**config.mk**
```make
export PLATFORM = sky130hd
export DESIGN_NAME = auth_engine
export DESIGN_NICKNAME = d
export VERILOG_FILES = /design/src/rtl/auth_engine_pkg.sv /design/src/rtl/auth_fail_tracker.sv /design/src/rtl/auth_engine.sv
export SDC_FILE = /design/constraint.sdc
export NUM_CORES = 1
export LEC_CHECK = 0
export CAP_MARGIN = 20
export CORE_ASPECT_RATIO = 1.25
export CORE_UTILIZATION = 25
export CTS_CLUSTER_SIZE = 24
export DETAILED_ROUTE_END_ITERATION = 8
export PLACE_DENSITY_LB_ADDON = 0.05
export SETUP_SLACK_MARGIN = 0.4
export SLEW_MARGIN = 20
export SYNTH_ARGS = -nofsm -noshare
export SYNTH_HDL_FRONTEND = slang
export SYNTH_SLANG_ARGS = --single-unit
```
**constraint.sdc**
```tcl
create_clock -name clk -period 6.92 [get_ports clk]
set_input_delay 1.038 -clock clk [delete_from_list [all_inputs] [get_ports clk]]
set_output_delay 1.038 -clock clk [all_outputs]
set_load 0.01 [all_outputs]
```
**src/rtl/auth_engine_pkg.sv**
```systemverilog
// Shared definitions for the ATM account authenticator: response encodings,
// FSM state encoding and the power-on PIN table.
package auth_engine_pkg;

  localparam logic ACCOUNT_FOUND             = 1'b1;
  localparam logic ACCOUNT_NOT_FOUND         = 1'b0;
  localparam logic ACCOUNT_AUTHENTICATED     = 1'b1;
  localparam logic ACCOUNT_NOT_AUTHENTICATED = 1'b0;

  typedef enum logic [2:0] {
    IDLE,
    SEARCH,
    CHECK,
    RESP,
    CHANGE
  } state_t;

  // PINs are four keypad digits packed as BCD nibbles.
  function automatic logic [15:0] default_pin(input int unsigned idx);
    case (idx)
      0:       default_pin = 16'h1234;
      1:       default_pin = 16'h2345;
      2:       default_pin = 16'h3456;
      3:       default_pin = 16'h4567;
      4:       default_pin = 16'h5678;
      5:       default_pin = 16'h6789;
      6:       default_pin = 16'h7890;
      7:       default_pin = 16'h8901;
      8:       default_pin = 16'h9012;
      9:       default_pin = 16'h7123;
      default: default_pin = 16'h0000;
    endcase
  endfunction

endpackage

```
**src/rtl/auth_fail_tracker.sv**
```systemverilog
// Per-account saturating consecutive-failure counters with lock flags.
module auth_fail_tracker
  import auth_engine_pkg::*;
#(
  parameter int NUM_ACCOUNTS = 10,
  parameter int MAX_TRIES    = 3,
  parameter int IDX_W        = $clog2(NUM_ACCOUNTS)
) (
  input  logic                    clk,
  input  logic                    rst_n,
  input  logic                    clear_en,
  input  logic [IDX_W-1:0]        clear_idx,
  input  logic                    inc_en,
  input  logic [IDX_W-1:0]        inc_idx,
  input  logic                    unlock_en,
  input  logic [IDX_W-1:0]        unlock_idx,
  output logic [NUM_ACCOUNTS-1:0] locked,
  output logic                    inc_locks
);

  localparam int CNT_W = $clog2(MAX_TRIES + 1);
  localparam logic [CNT_W-1:0] MAX_CNT = CNT_W'(MAX_TRIES);

  logic [CNT_W-1:0] fail_cnt [NUM_ACCOUNTS];

  // Tells the caller whether the increment it is requesting will lock the account.
  assign inc_locks = inc_en && (fail_cnt[inc_idx] >= MAX_CNT - CNT_W'(1));

  always_ff @(posedge clk or negedge rst_n) begin
    if (!rst_n) begin
      locked <= '0;
      for (int i = 0; i < NUM_ACCOUNTS; i++) fail_cnt[i] <= '0;
    end else begin
      for (int i = 0; i < NUM_ACCOUNTS; i++) begin
        if (unlock_en && unlock_idx == IDX_W'(i)) begin
          fail_cnt[i] <= '0;
          locked[i]   <= 1'b0;
        end else if (clear_en && clear_idx == IDX_W'(i)) begin
          fail_cnt[i] <= '0;
        end else if (inc_en && inc_idx == IDX_W'(i) && fail_cnt[i] < MAX_CNT) begin
          fail_cnt[i] <= fail_cnt[i] + CNT_W'(1);
          if (fail_cnt[i] >= MAX_CNT - CNT_W'(1)) locked[i] <= 1'b1;
        end
      end
    end
  end

endmodule

```
**src/rtl/auth_engine.sv**
```systemverilog
// Sequential account/PIN authenticator with lockout and PIN-change session.
// Optional admin unlock port pair is enabled with `define ADMIN_UNLOCK_EN.
module auth_engine
  import auth_engine_pkg::*;
#(
  parameter int NUM_ACCOUNTS = 10,
  parameter int ACC_W        = 4,
  parameter int PIN_W        = 16,
  parameter int MAX_TRIES    = 3,
  parameter int IDX_W        = $clog2(NUM_ACCOUNTS)
) (
  input  logic             clk,
  input  logic             rst_n,
  input  logic             req_valid,
  output logic             req_ready,
  input  logic [ACC_W-1:0] req_acc_num,
  input  logic [PIN_W-1:0] req_pin,
  input  logic             chg_valid,
  input  logic [PIN_W-1:0] chg_new_pin,
  input  logic             logout,
`ifdef ADMIN_UNLOCK_EN
  input  logic             unlock_valid,
  input  logic [IDX_W-1:0] unlock_idx,
`endif
  output logic             rsp_valid,
  output logic             rsp_found,
  output logic             rsp_auth,
  output logic             rsp_locked,
  output logic [IDX_W-1:0] rsp_index,
  output logic             chg_done,
  output logic             chg_ok,
  output logic             session_active,
  output logic [IDX_W-1:0] session_idx
);

  state_t state, next_state;

  logic [ACC_W-1:0]        acc_q;
  logic [PIN_W-1:0]        pin_q;
  logic [PIN_W-1:0]        new_pin_q;
  logic [IDX_W-1:0]        scan_idx;
  logic                    found_q;
  logic [PIN_W-1:0]        pin_db [NUM_ACCOUNTS];
  logic [NUM_ACCOUNTS-1:0] locked;
  logic                    inc_locks;
  logic                    idle_go, accept, chg_accept, match, last_idx;
  logic                    pin_ok, entry_locked, auth_pass, auth_fail, chg_allowed;
  logic                    unlock_en;
  logic [IDX_W-1:0]        unlock_sel;

  assign idle_go      = (state == IDLE) && req_ready;
  assign accept       = idle_go && req_valid;
  assign chg_accept   = idle_go && !req_valid && chg_valid;
  assign match        = (acc_q == ACC_W'(scan_idx) + ACC_W'(1));
  assign last_idx     = (scan_idx == IDX_W'(NUM_ACCOUNTS - 1));
  assign pin_ok       = (pin_db[scan_idx] == pin_q);
  assign entry_locked = locked[scan_idx];
  assign auth_pass    = (state == CHECK) && found_q && !entry_locked && pin_ok;
  assign auth_fail    = (state == CHECK) && found_q && !entry_locked && !pin_ok;
  assign chg_allowed  = session_active && !logout && (new_pin_q != pin_db[session_idx]);

`ifdef ADMIN_UNLOCK_EN
  assign unlock_en  = idle_go && !req_valid && !chg_valid && unlock_valid &&
                      ({1'b0, unlock_idx} < (IDX_W + 1)'(NUM_ACCOUNTS));
  assign unlock_sel = unlock_idx;
`else
  assign unlock_en  = 1'b0;
  assign unlock_sel = '0;
`endif

  auth_fail_tracker #(
    .NUM_ACCOUNTS (NUM_ACCOUNTS),
    .MAX_TRIES    (MAX_TRIES),
    .IDX_W        (IDX_W)
  ) u_tracker (
    .clk        (clk),
    .rst_n      (rst_n),
    .clear_en   (auth_pass),
    .clear_idx  (scan_idx),
    .inc_en     (auth_fail),
    .inc_idx    (scan_idx),
    .unlock_en  (unlock_en),
    .unlock_idx (unlock_sel),
    .locked     (locked),
    .inc_locks  (inc_locks)
  );

  // Ready is registered so that it reads 0 while reset is held.
  always_ff @(posedge clk or negedge rst_n) begin
    if (!rst_n) begin
      state     <= IDLE;
      req_ready <= 1'b0;
    end else begin
      state     <= next_state;
      req_ready <= (next_state == IDLE);
    end
  end

  // A miss at the last index still passes through CHECK, so a miss costs the
  // same latency as a hit on the final entry.
  always_comb begin
    next_state = state;
    case (state)
      IDLE:    if (accept) next_state = SEARCH;
               else if (chg_accept) next_state = CHANGE;
      SEARCH:  if (match || last_idx) next_state = CHECK;
      CHECK:   next_state = RESP;
      RESP:    next_state = IDLE;
      CHANGE:  next_state = IDLE;
      default: next_state = IDLE;
    endcase
  end

  always_ff @(posedge clk or negedge rst_n) begin
    if (!rst_n) begin
      acc_q          <= '0;
      pin_q          <= '0;
      new_pin_q      <= '0;
      scan_idx       <= '0;
      found_q        <= 1'b0;
      rsp_valid      <= 1'b0;
      rsp_found      <= ACCOUNT_NOT_FOUND;
      rsp_auth       <= ACCOUNT_NOT_AUTHENTICATED;
      rsp_locked     <= 1'b0;
      rsp_index      <= '0;
      chg_done       <= 1'b0;
      chg_ok         <= 1'b0;
      session_active <= 1'b0;
      session_idx    <= '0;
      for (int i = 0; i < NUM_ACCOUNTS; i++) pin_db[i] <= PIN_W'(default_pin(i));
    end else begin
      rsp_valid <= (state == CHECK);
      chg_done  <= (state == CHANGE);
      chg_ok    <= (state == CHANGE) && chg_allowed;
      case (state)
        IDLE: begin
          if (accept) begin
            acc_q          <= req_acc_num;
            pin_q          <= req_pin;
            scan_idx       <= '0;
            found_q        <= 1'b0;
            session_active <= 1'b0;
            session_idx    <= '0;
          end else if (chg_accept) begin
            new_pin_q <= chg_new_pin;
          end
        end
        SEARCH: begin
          if (match) found_q <= 1'b1;
          else if (!last_idx) scan_idx <= scan_idx + IDX_W'(1);
        end
        CHECK: begin
          rsp_found  <= found_q ? ACCOUNT_FOUND : ACCOUNT_NOT_FOUND;
          rsp_auth   <= auth_pass ? ACCOUNT_AUTHENTICATED : ACCOUNT_NOT_AUTHENTICATED;
          rsp_locked <= found_q && (entry_locked || inc_locks);
          rsp_index  <= found_q ? scan_idx : '0;
          if (auth_pass) begin
            session_active <= 1'b1;
            session_idx    <= scan_idx;
          end
        end
        CHANGE: begin
          if (chg_allowed) pin_db[session_idx] <= new_pin_q;
        end
        default: ;
      endcase
      if (logout) begin
        session_active <= 1'b0;
        session_idx    <= '0;
      end
    end
  end

endmodule

```
# Yosys cells after proc, flatten, opt, wreduce, memory -nomap -nowiden
# Index checks and enable logic that the tools add are counted.
[totals]
wordCells = 251
input_bits = 41
register_bits = 250
out_inout_bits = 16
[classes]
n_addsub = 11
mux = 54
n_reduce_logical = 81
magnitude_cmp = 25
bitwise_logic = 13
n_eq_ne = 21
[ops]
columns = ["operator", "count"]
rows = [
  ["160-bit bitwise mux", 1],
  ["16-bit binary-select mux with 4-bit select", 2],
  ["16-bit two-way mux", 5],
  ["16-bit demux with 4-bit select", 1],
  ["1-bit logical AND", 44],
  ["2-bit two-way mux", 22],
  ["3-bit AND reduction", 13],
  ["4-bit two-way mux", 6],
  ["2-bit greater-or-equal comparator, second input constant", 11],
  ["2-bit nonzero test", 11],
  ["2-bit by 1-bit adder with 2-bit output, second input constant", 10],
  ["2-bit less-than comparator, second input constant", 10],
  ["16-bit equality test", 1],
  ["4-bit by 3-bit equality test with 1-bit output, second input constant", 4],
  ["16-bit inequality test", 1],
  ["4-bit one-hot mux with 2 select lines", 2],
  ["1-bit inverter", 11],
  ["5-bit greater-or-equal comparator, second input constant", 2],
  ["4-bit inverter with 5-bit output", 2],
  ["3-bit two-way mux", 3],
  ["3-bit one-hot mux with 3 select lines", 1],
  ["2-bit binary-select mux with 4-bit select", 1],
  ["4-bit by 2-bit equality test with 1-bit output, second input constant", 2],
  ["4-bit equality test, second input constant", 2],
  ["20 further kinds", 37],
]

# Longest topological paths before layout
# Gate-level depths: netlist (run 1).
[logic_depth]
ltp_word = 11
ltp_mapped = 14
mapped_depth_nobuf = 10

# Hierarchy
# Synthesis (run 1) repeated with hierarchy kept, for this count alone.
[hier_totals]
hier_cells = 1252
hier_area_um2 = 14836.7
[modules_own_cells]
columns = ["mod", "cells_per_inst", "area_per_inst_um2", "seq_area_each_um2", "n_inst"]
rows = [
  ["auth_engine", 1029, 12733.5, 5584.1, 1],
  ["auth_fail_tracker", 223, 2103.3, 750.7, 1],
]

# Least setup slack after synthesis (run 1)
# OpenSTA, ideal clock, no wires.
[synth_timing]
kind = "register to register"
startpoint = "register session_idx[1]"
endpoint = "register pin_db[22] (netlist name)"
t_required_ns = 6.793
path_slack_ns = 3.768
path_stages_with_launch = 14
synth_period_minus_slack_ns = 3.152
path_buffers = 5
setup_time_ns = 0.127
arrival_time_ns = 3.025
path_cell_list = "dfrtp_1 buf_4 or3b_1 buf_2 buf_2 o21a_1 a222oi_1 nand4_1 nor4_1 and4_1 buf_6 nand4b_4 buf_6 mux2_1"
[synth_between]
elab_chain_cells = 7
elab_cells_between_ends = 13
cone_classes = "2 x order compare; 1 x eq/ne; 6 x mux; 1 x bitwise; 3 x reduce/logical"
[synth_lines]
columns = ["element", "line", "text"]
rows = [
  ["start: declaration", "auth_engine.sv:33", "output logic [IDX_W-1:0] session_idx"],
  ["start signal: assignment", "auth_engine.sv:159", "session_idx <= scan_idx;"],
  ["4-bit inverter with 5-bit output (not written as such) (*)", "auth_engine.sv:60, auth_engine.sv:163", ""],
  ["16-bit binary-select mux with 4-bit select", "auth_engine.sv:60", "assign chg_allowed = session_active && !logout && (new_pin_q != pin_db[session_idx]);"],
  ["16-bit two-way mux (not written as such) (2 in a row)", "auth_engine.sv:60", ""],
  ["16-bit inequality test", "auth_engine.sv:60", ""],
  ["1-bit logical AND", "auth_engine.sv:60", ""],
  ["2-bit AND reduction (no line)", "--", ""],
  ["end signal: indexed assignment", "auth_engine.sv:163", "if (chg_allowed) pin_db[session_idx] <= new_pin_q;"],
  ["end: declaration", "auth_engine.sv:43", "logic [PIN_W-1:0] pin_db [NUM_ACCOUNTS];"],
]
# Every way passes the cells marked *; elsewhere a longest branch is shown, timed or not. The select of a mux whose other input is x is not followed.
# A chain may end at the register's enable or synchronous reset.

# Worst setup path after layout (run 1)
[layout_timing]
startpoint = "register session_idx[1]"
endpoint = "register pin_db[3] (netlist name)"
# Same word-level chain as after synthesis.

==> results of run 1 <==
[area by class of cell]
class	instances	area share, %
clock inverter	15	1.32
multi-input combinational	797	42.5
tap	727	5.66
sequential	250	39.5
timing repair buffer	81	4.84
inverter	37	0.865
clock buffer	42	5.34
[worst max path at each step]
stage                   start         end  slack, ps  cells after the start
6_report       session_idx[1]   pin_db[3]       2070                      9
5_1_grt        session_idx[1]   pin_db[9]       1880                      9
4_1_cts        session_idx[1]   pin_db[3]       2110                      9
3_5_place_dp   session_idx[1]   pin_db[4]       2140                      9
3_3_place_gp   session_idx[1]   pin_db[4]       2150                      9
2_1_floorplan  session_idx[1]  pin_db[22]       3770                     13
[registers in the layout, indices dropped and copies added, names as in the netlist, 3 cells and up]
| signal | count |
|---|---|
| new_pin_q | 16 |
| rsp_index | 4 |
| pin_q | 16 |
| acc_q | 4 |
| pin_db | 160 |
| scan_idx | 4 |
| u_tracker.locked | 10 |
| u_tracker.fail_cnt | 20 |
| session_idx | 4 |
| state | 3 |
[layout by cell type (no fill, tap or decap), types with 10 or more instances in the layout]
cell	n
buf_4	23
nor2_1	31
nand3_1	21
o21bai_1	10
o21ai_0	24
dfrtp_1	185
ha_1	24
mux2i_1	129
o22ai_1	44
clkdlybuf4s50_1	55
clkbuf_16	31
dfstp_2	63
a21oi_1	29
nor3_1	15
xnor2_1	20
inv_1	35
o2bb2ai_1	18
a211oi_1	14
mux2_2	169
mux2_1	20
nand2_1	90
mux4_2	21
nor4_1	10
nor2b_1	12
[metal layers]
layer	share of wire (%)	vias up	GRT usage (%)
li1	-	4348	-
met1	43	4823	22.0
met2	51	146	31.2
met3	2.9	64	1.93
met4	3.0	0	5.60
met5	0	-	0
[cells by family (layout without fill, tap and decap cells)]
group / count (synthesis) / count (layout) / share of synthesized area [%]
AOI/OAI and AO/OA: 187 / 187 / 9.27
xor gates and xnor gates: 22 / 22 / 1.41
adders and majority gates: 24 / 24 / 2.20
buffers and inverters: 118 / 175 / 3.90
DFF: 250 / 250 / 46.4
muxes: 339 / 339 / 28.5
and+or+nand+nor: 225 / 225 / 8.35
[report_power, final]
group	leakage, nW	switching [mW]	internal [mW]
registers	3.18	0.377	1.61
clock network	0.510	0.683	1.05
logic	2.91	0.542	0.420
==> results.json, run 1 <==
{
  "status": "complete, no violations",
  "synth.most_common_cell": "dfrtp_1",
  "syn-cell-area_sq_mm": 0.0137,
  "grt_pass1_wl_um": 71000,
  "r2r_cells": 9,
  "nFillCells": 5557,
  "synth_area_per_cell_sq_um": 11.7,
  "synth_edf_count": 0,
  "cpPeakStageDelay_ps": 750,
  "dp.cells": 1892,
  "vdd_drop_max_mv": 0.151,
  "drt-pass1-iter-count": 5,
  "die_h_um": 263,
  "areaGrowthSynthToFinish_pct": 17.6,
  "dp_slack_ps": 2140,
  "rr_endpoint": "pin_db[3]",
  "die_area_sq_mm": 0.0556,
  "synth_ff_type": "dfrtp_1",
  "hold_violations": 0,
  "final_area_sq_mm": 0.0161,
  "critical-path-top-delay-family": "simple AND/OR/NAND/NOR gates",
  "path_max_fanout": 31,
  "skew_ps": 25.1,
  "dpl_cell_area_sq_mm": 0.0150,
  "holdWs_ps": 376,
  "drt_iter0_drc": 571,
  "synth_top_area_share_pct": 34.3,
  "cpMaxStageDelayCell": "or3b_1",
  "p_total_mw": 4.68,
  "crit_path_end_kind": "register",
  "cts_max_level": 1,
  "drive_gt1_share_pct": 28.7,
  "wl_um": 48400,
  "cts_sinks": 250,
  "max_freq_mhz": 206,
  "drcViolationCount": 0,
  "fin_util_pct": 29.8,
  "start_util_pct": 25.4,
  "ctsHoldBuffers": 0,
  "final_cells": 1949,
  "period_needed_ps": 4850,
  "final_nets": 1263,
  "numCtsBuffers": 31,
  "fin_crit_sh_pct": 70.1,
  "hold_path.class": "in -> async",
  "overflow": 0,
  "seq_area_sq_mm": 0.00634,
  "worst_slew_pin_slew_ps": 951,
  "synth_area_leader_cell": "dfrtp_1",
  "port_buffers": 56,
  "drt-wirelength-per-cell_um": 24.8,
  "clock_latency_ps": 590,
  "diodes": 0,
  "gp_congestion": 0.796,
  "crit_buf_inv": 1,
  "ctsResizeCount": 0,
  "setup_slack_ps": 2070,
  "ys_seq_area_share_pct": 46.4,
  "yosysWarningCount": 0,
  "syn_nets": 1230,
  "clk_path_buf_depth": 3,
  "rr_startpoint": "session_idx[1]",
  "cts_tree": "yes",
  "coreArea_sq_mm": 0.0538,
  "p_leak_nw": 6.60,
  "regToRegSetupSlack_ps": 2070,
  "die_w_um": 211,
  "postCtsSetupRepairBufs": 0,
  "antenna_found_initial": 0,
  "ys_types": 64,
  "synth_common_cells": "187 x dfrtp_1, 169 x mux2_2, 129 x mux2i_1",
  "async_reset_ff_share_pct": 100,
  "arrival_ps": 5300,
  "track_usage_pct": 17.6,
  "grt_pass1_vias": 9898,
  "path_cells": "buf_12 > or3b_1 > o21ai_0 > mux2i_1 > nor4_1 > nor4b_1 > and4_1 > nand4b_2 > mux2_2",
  "powerDensity_mw_per_mm2": 291,
  "multiInputGateArea_sq_mm": 0.00682,
  "critPathKind": "reg -> reg",
  "clockRootBuffer": "clkbuf_16",
  "viasPerCell": 4.81,
  "dp_hpwl_um": 32500,
  "rows": 95,
  "clkTransAtPathRegs_ps": 60,
  "finalMaxSlewViolations": 0,
  "synth_cells": 1165,
  "route.vias.total": 9381,
  "setup_violations": 0,
  "rsz0062_at_grt": "no",
  "maxSlewHeadroom_pct": 36.5,
  "yosys_register_bits": 250,
  "synthTopCellsByArea": "dfrtp_1 34%, mux2_2 14%, dfstp_2 12%",
  "crit_path_start_kind": "register",
  "ant_nets": 0,
  "io_pins": 57,
  "cap_violations": 0,
  "grt_start_max_net_pins": 128,
  "required_ps": 7370,
  "setup_tns_ps": 0
}
Power figures use the tool's default switching activity.
==> run 2: changes to the inputs <==
clock period = 4.6 ns   (was 6.92 ns; I/O delays follow)
==> run 2 against run 1 <==
Against the previous run: clock-buffer cell count rose by 14; sequential share of layout area fell by 0.66 points; wire length rose by 0.22%; clock skew fell by 4.2 ps; critical path depth did not move; via count rose by 0.85%; hold slack got worse by 270 ps; register-to-register slack got worse by 1500 ps; fmax rose by 22%; final cell count rose by 1.4%; non-clock buffer count rose by 24; combinational power rose by 77%; critical endpoint is now pin_db[139]; largest cell class unchanged.
==> results.json, run 2 (synthesis results as in run 1) <==
{
  "status": "complete, no violations",
  "die_h_um": 263,
  "overflow": 0,
  "hold_path.class": "in -> async",
  "cts_sinks": 250,
  "largest_reg_flops": 160,
  "drive_gt1_share_pct": 29.8,
  "max_flop_register": "pin_db",
  "powerDensity_mw_per_mm2": 443,
  "final_cell_mix": "185 x dfrtp_1, 169 x mux2_2, 129 x mux2i_1",
  "seq_area_sq_mm": 0.00634,
  "setup_violations": 0,
  "top_regs": "pin_db (160), u_tracker.fail_cnt (20)",
  "start_util_pct": 25.4,
  "drcViolationCount": 0,
  "grt_start_max_net_pins": 102,
  "clockRootBuffer": "clkbuf_16",
  "dp_hpwl_um": 34900,
  "cts_max_level": 2,
  "path_max_fanout": 29,
  "wl_um": 48500,
  "cap_violations": 0,
  "setup_tns_ps": 0,
  "rows": 95,
  "r2r_cells": 9,
  "diodes": 0,
  "max_freq_mhz": 251,
  "worst_slew_pin_slew_ps": 1130,
  "coreArea_sq_mm": 0.0538,
  "holdWs_ps": 104,
  "hold_violations": 0,
  "postCtsSetupRepairBufs": 0,
  "regToRegSetupSlack_ps": 620,
  "gp_congestion": 0.820,
  "clkTransAtPathRegs_ps": 60,
  "startpoint": "session_idx[1]",
  "die_w_um": 211,
  "rsz0062_at_grt": "no",
  "mostFrequentLayoutCell": "dfrtp_1",
  "multiInputGateArea_sq_mm": 0.00683,
  "required_ps": 5030,
  "rr_endpoint": "pin_db[139]",
  "drt-wirelength-per-cell_um": 24.5,
  "clock_latency_ps": 550,
  "p_leak_nw": 6.78,
  "skew_ps": 20.9,
  "clk_path_buf_depth": 3,
  "viasPerCell": 4.79,
  "period_needed_ps": 3980,
  "die_area_sq_mm": 0.0556,
  "critPathKind": "reg -> reg",
  "drt_iter0_drc": 527,
  "globalRouteMet3Util_pct": 2.84,
  "arrival_ps": 4410,
  "antenna_found_initial": 0,
  "grt_pass1_vias": 10100,
  "final_nets": 1290,
  "finalMaxSlewViolations": 0,
  "io_pins": 57,
  "vdd_drop_max_mv": 0.177,
  "cts_tree": "yes",
  "grt_util_met1_pct": 23.1,
  "areaGrowthSynthToFinish_pct": 19.6,
  "rr_startpoint": "session_idx[1]",
  "maxSlewHeadroom_pct": 24.9,
  "track_usage_pct": 17.8,
  "fin_crit_sh_pct": 86.6,
  "top_usage_layer": "met2",
  "drt-pass1-iter-count": 4,
  "numCtsBuffers": 34,
  "port_buffers": 56,
  "grt_pass1_wl_um": 71800,
  "nFillCells": 5527,
  "grtUsageMet2_pct": 30.4,
  "ant_nets": 0,
  "crit_path_end_kind": "register",
  "route.vias.total": 9461,
  "crit_path_start_kind": "register"
}
-- run 2: repair_timing --
| action | 4_1_cts | 5_1_grt |
|---|---|---|
| gates resized for setup | 0 | 1 |
| hold buffers | 0 | 0 |
| endpoints found under the setup margin | 0 | 16 |
-- run 2: per-layer routing --
layer,wire (um),vias to the layer above
li1,-,4393
met1,22000,4860
met2,24000,151
met3,1470,57
met4,1040,0
met5,0,-
-- run 2: layout make-up --
type / instances / share of cell area, %
clock inverters: 5 / 0.368
flip-flops and latches: 250 / 38.8
inverters: 37 / 0.850
clock buffers: 56 / 6.33
repair buffers: 105 / 6.25
well taps: 727 / 5.57
multi-input cells: 797 / 41.8
-- run 2: worst max-delay path, stage by stage (launching register included) --
cell and delay (ps):
dfrtp_4 750, buf_4 320, mux2i_1 150, a21o_1 230
o41ai_1 560, nor4_1 110, and4_1 210, buf_4 200
nor2_2 880, mux2_2 430
-- run 2: how the worst max path moves through the flow --
stage | to | slack, ps
final | pin_db[139] | 620
after global routing | pin_db[100] | 450
after CTS | pin_db[10] | 450
after detailed placement | pin_db[11] | 450
after global placement | pin_db[11] | 430
after floorplan | pin_db[22] | 1450
-- run 2: stage by stage --
stage	util, %	std cells	power (mW)	worst slack (ps)	area, sq um
finish	30.3	1977	7.23	617	16300
global route	30.3	1977	7.62	455	16300
CTS	30.3	1977	7.41	450	16300
detailed placement	28.3	1916	4.69	448	15200
global placement	28.2	1916	4.70	429	15200
floorplan	-	1165	3.72	1450	13700
-- run 2: where the power goes --
group / internal [mW] / leakage (nW) / switching (mW)
Combinational: 0.708 / 3.07 / 0.990
Clock: 1.59 / 0.537 / 1.05
Sequential: 2.43 / 3.18 / 0.469
==> run 3: changes to the inputs <==
MAX_ROUTING_LAYER = met4   (was unset)
==> run 3 against run 2 <==
Against the previous run: setup slack worse by 29 ps; highest routed layer unchanged; wire length hardly changed; non-clock buffer count stayed put.
==> results.json, run 3 (synthesis results as in run 1) <==
{
  "status": "complete, no violations",
  "grt_pass1_wl_um": 71800,
  "fin_crit_sh_pct": 87.2,
  "hold_violations": 0,
  "max_flop_register": "pin_db",
  "rows": 95,
  "required_ps": 5010,
  "arrival_ps": 4430,
  "crit_path_start_kind": "register",
  "p_switching_mw": 2.51,
  "track_usage_pct": 18.3,
  "vdd_drop_max_mv": 0.177,
  "setup_violations": 0,
  "postCtsSetupRepairBufs": 0,
  "overflow": 0,
  "p_seq_share_pct": 40.0,
  "antenna_found_initial": 0,
  "port_buffers": 56,
  "ant_nets": 0,
  "clkTransAtPathRegs_ps": 50,
  "drt_iter0_drc": 555,
  "setup_tns_ps": 0,
  "mostFrequentLayoutCell": "dfrtp_1",
  "max_freq_mhz": 249,
  "worst_slew_pin_slew_ps": 1130,
  "final_area_sq_mm": 0.0163,
  "p_int_mw": 4.73,
  "rsz0062_at_grt": "no",
  "clockRootBuffer": "clkbuf_16",
  "wl_um": 48500,
  "largest_reg_flops": 160,
  "drcViolationCount": 0,
  "dp_hpwl_um": 34900,
  "gp_congestion": 0.833,
  "cts_sinks": 250,
  "diodes": 0,
  "crit_path_end_kind": "register",
  "die_h_um": 263,
  "final_nets": 1290,
  "switching_share_pct": 34.7,
  "grt_pass1_vias": 10100,
  "nFillCells": 5527,
  "numCtsBuffers": 34,
  "startpoint": "session_idx[1]",
  "dpl_cell_area_sq_mm": 0.0152,
  "drt-pass1-iter-count": 4,
  "areaGrowthSynthToFinish_pct": 19.6,
  "finalMaxSlewViolations": 0,
  "power_frac_comb_pct": 23.5,
  "p_leak_nw": 6.78,
  "grt_start_max_net_pins": 102,
  "path_max_fanout": 29,
  "io_pins": 57,
  "clock_latency_ps": 550,
  "drt-wirelength-per-cell_um": 24.5,
  "r2r_cells": 9,
  "period_needed_ps": 4010,
  "die_w_um": 211,
  "skew_ps": 19.1,
  "hold_path.class": "in -> async",
  "rr_startpoint": "session_idx[1]",
  "cts_tree": "yes",
  "clock_power_share_pct": 36.5,
  "route.vias.total": 9496,
  "drive_gt1_share_pct": 29.8,
  "viasPerCell": 4.80,
  "maxSlewHeadroom_pct": 24.5,
  "top_regs": "pin_db (160), u_tracker.fail_cnt (20)",
  "cap_violations": 0,
  "p_total_mw": 7.23,
  "cts_max_level": 2,
  "start_util_pct": 25.4,
  "clk_path_buf_depth": 3,
  "final_cell_mix": "185 x dfrtp_1, 169 x mux2_2, 129 x mux2i_1",
  "powerDensity_mw_per_mm2": 443,
  "critPathKind": "reg -> reg",
  "coreArea_sq_mm": 0.0538,
  "die_area_sq_mm": 0.0556
}
-- run 3: final cells by class --
| cell class | count | area [sq um] | share of cell area (%) |
|---|---|---|---|
| multi-input cells | 797 | 6830 | 41.8 |
| clock inverters | 5 | 60.1 | 0.368 |
| repair buffers | 105 | 1020 | 6.25 |
| inverters | 37 | 139 | 0.850 |
| well taps | 727 | 910 | 5.57 |
| flip-flops and latches | 250 | 6340 | 38.8 |
| clock buffers | 56 | 1030 | 6.33 |
-- run 3: final timing paths --
kind | slack (ps) | endpoint
worst min-delay path | 100 | rsp_found
min in group clk | 470 | u_tracker.locked[3]
worst max register to register | 590 | pin_db[100]
worst min register to register | 470 | u_tracker.locked[3]
max in group asynchronous | 3380 | new_pin_q[6]
worst max-delay path | 590 | pin_db[100]
-- run 3: critical path, stage by stage (launching register included) --
cell and delay [ps]:
dfrtp_4 750, buf_4 320, mux2i_1 150, a21o_1 230
o41ai_1 590, nor4_1 110, and4_1 210, buf_4 200
nor2_2 880, mux2_2 420
-- run 3: metrics by stage --
stage / hold slack, ps / instances / worst slack [ps] / utilization, %
after floorplan: 394 / 1165 / 1450 / -
after global placement: 459 / 1916 / 429 / 28.2
after detailed placement: 461 / 1916 / 448 / 28.3
after CTS: 150 / 1977 / 450 / 30.3
after global routing: 152 / 1977 / 452 / 30.3
final: 105 / 1977 / 589 / 30.3
-- run 3: layer usage --
layer	vias to the layer above	GRT usage (%)	wire [um]
li1	4387	-	-
met1	4897	23.1	22000
met2	153	30.4	24000
met3	59	2.84	1440
met4	0	4.70	1020
met5	-	-	0
-- run 3: power by group through the flow --
stage          Clock (mW)  Sequential, mW  Combinational, mW
6_report             2.64            2.89               1.70
5_1_grt              2.83            2.94               1.85
4_1_cts              2.75            2.90               1.75
3_5_place_dp            0            2.94               1.75
3_3_place_gp            0            2.95               1.75
2_1_floorplan           0            2.63               1.10
-- run 3: repair_timing --
item	4_1_cts	5_1_grt
resized for setup	0	1
hold buffers	0	0
setup endpoints to repair	0	16
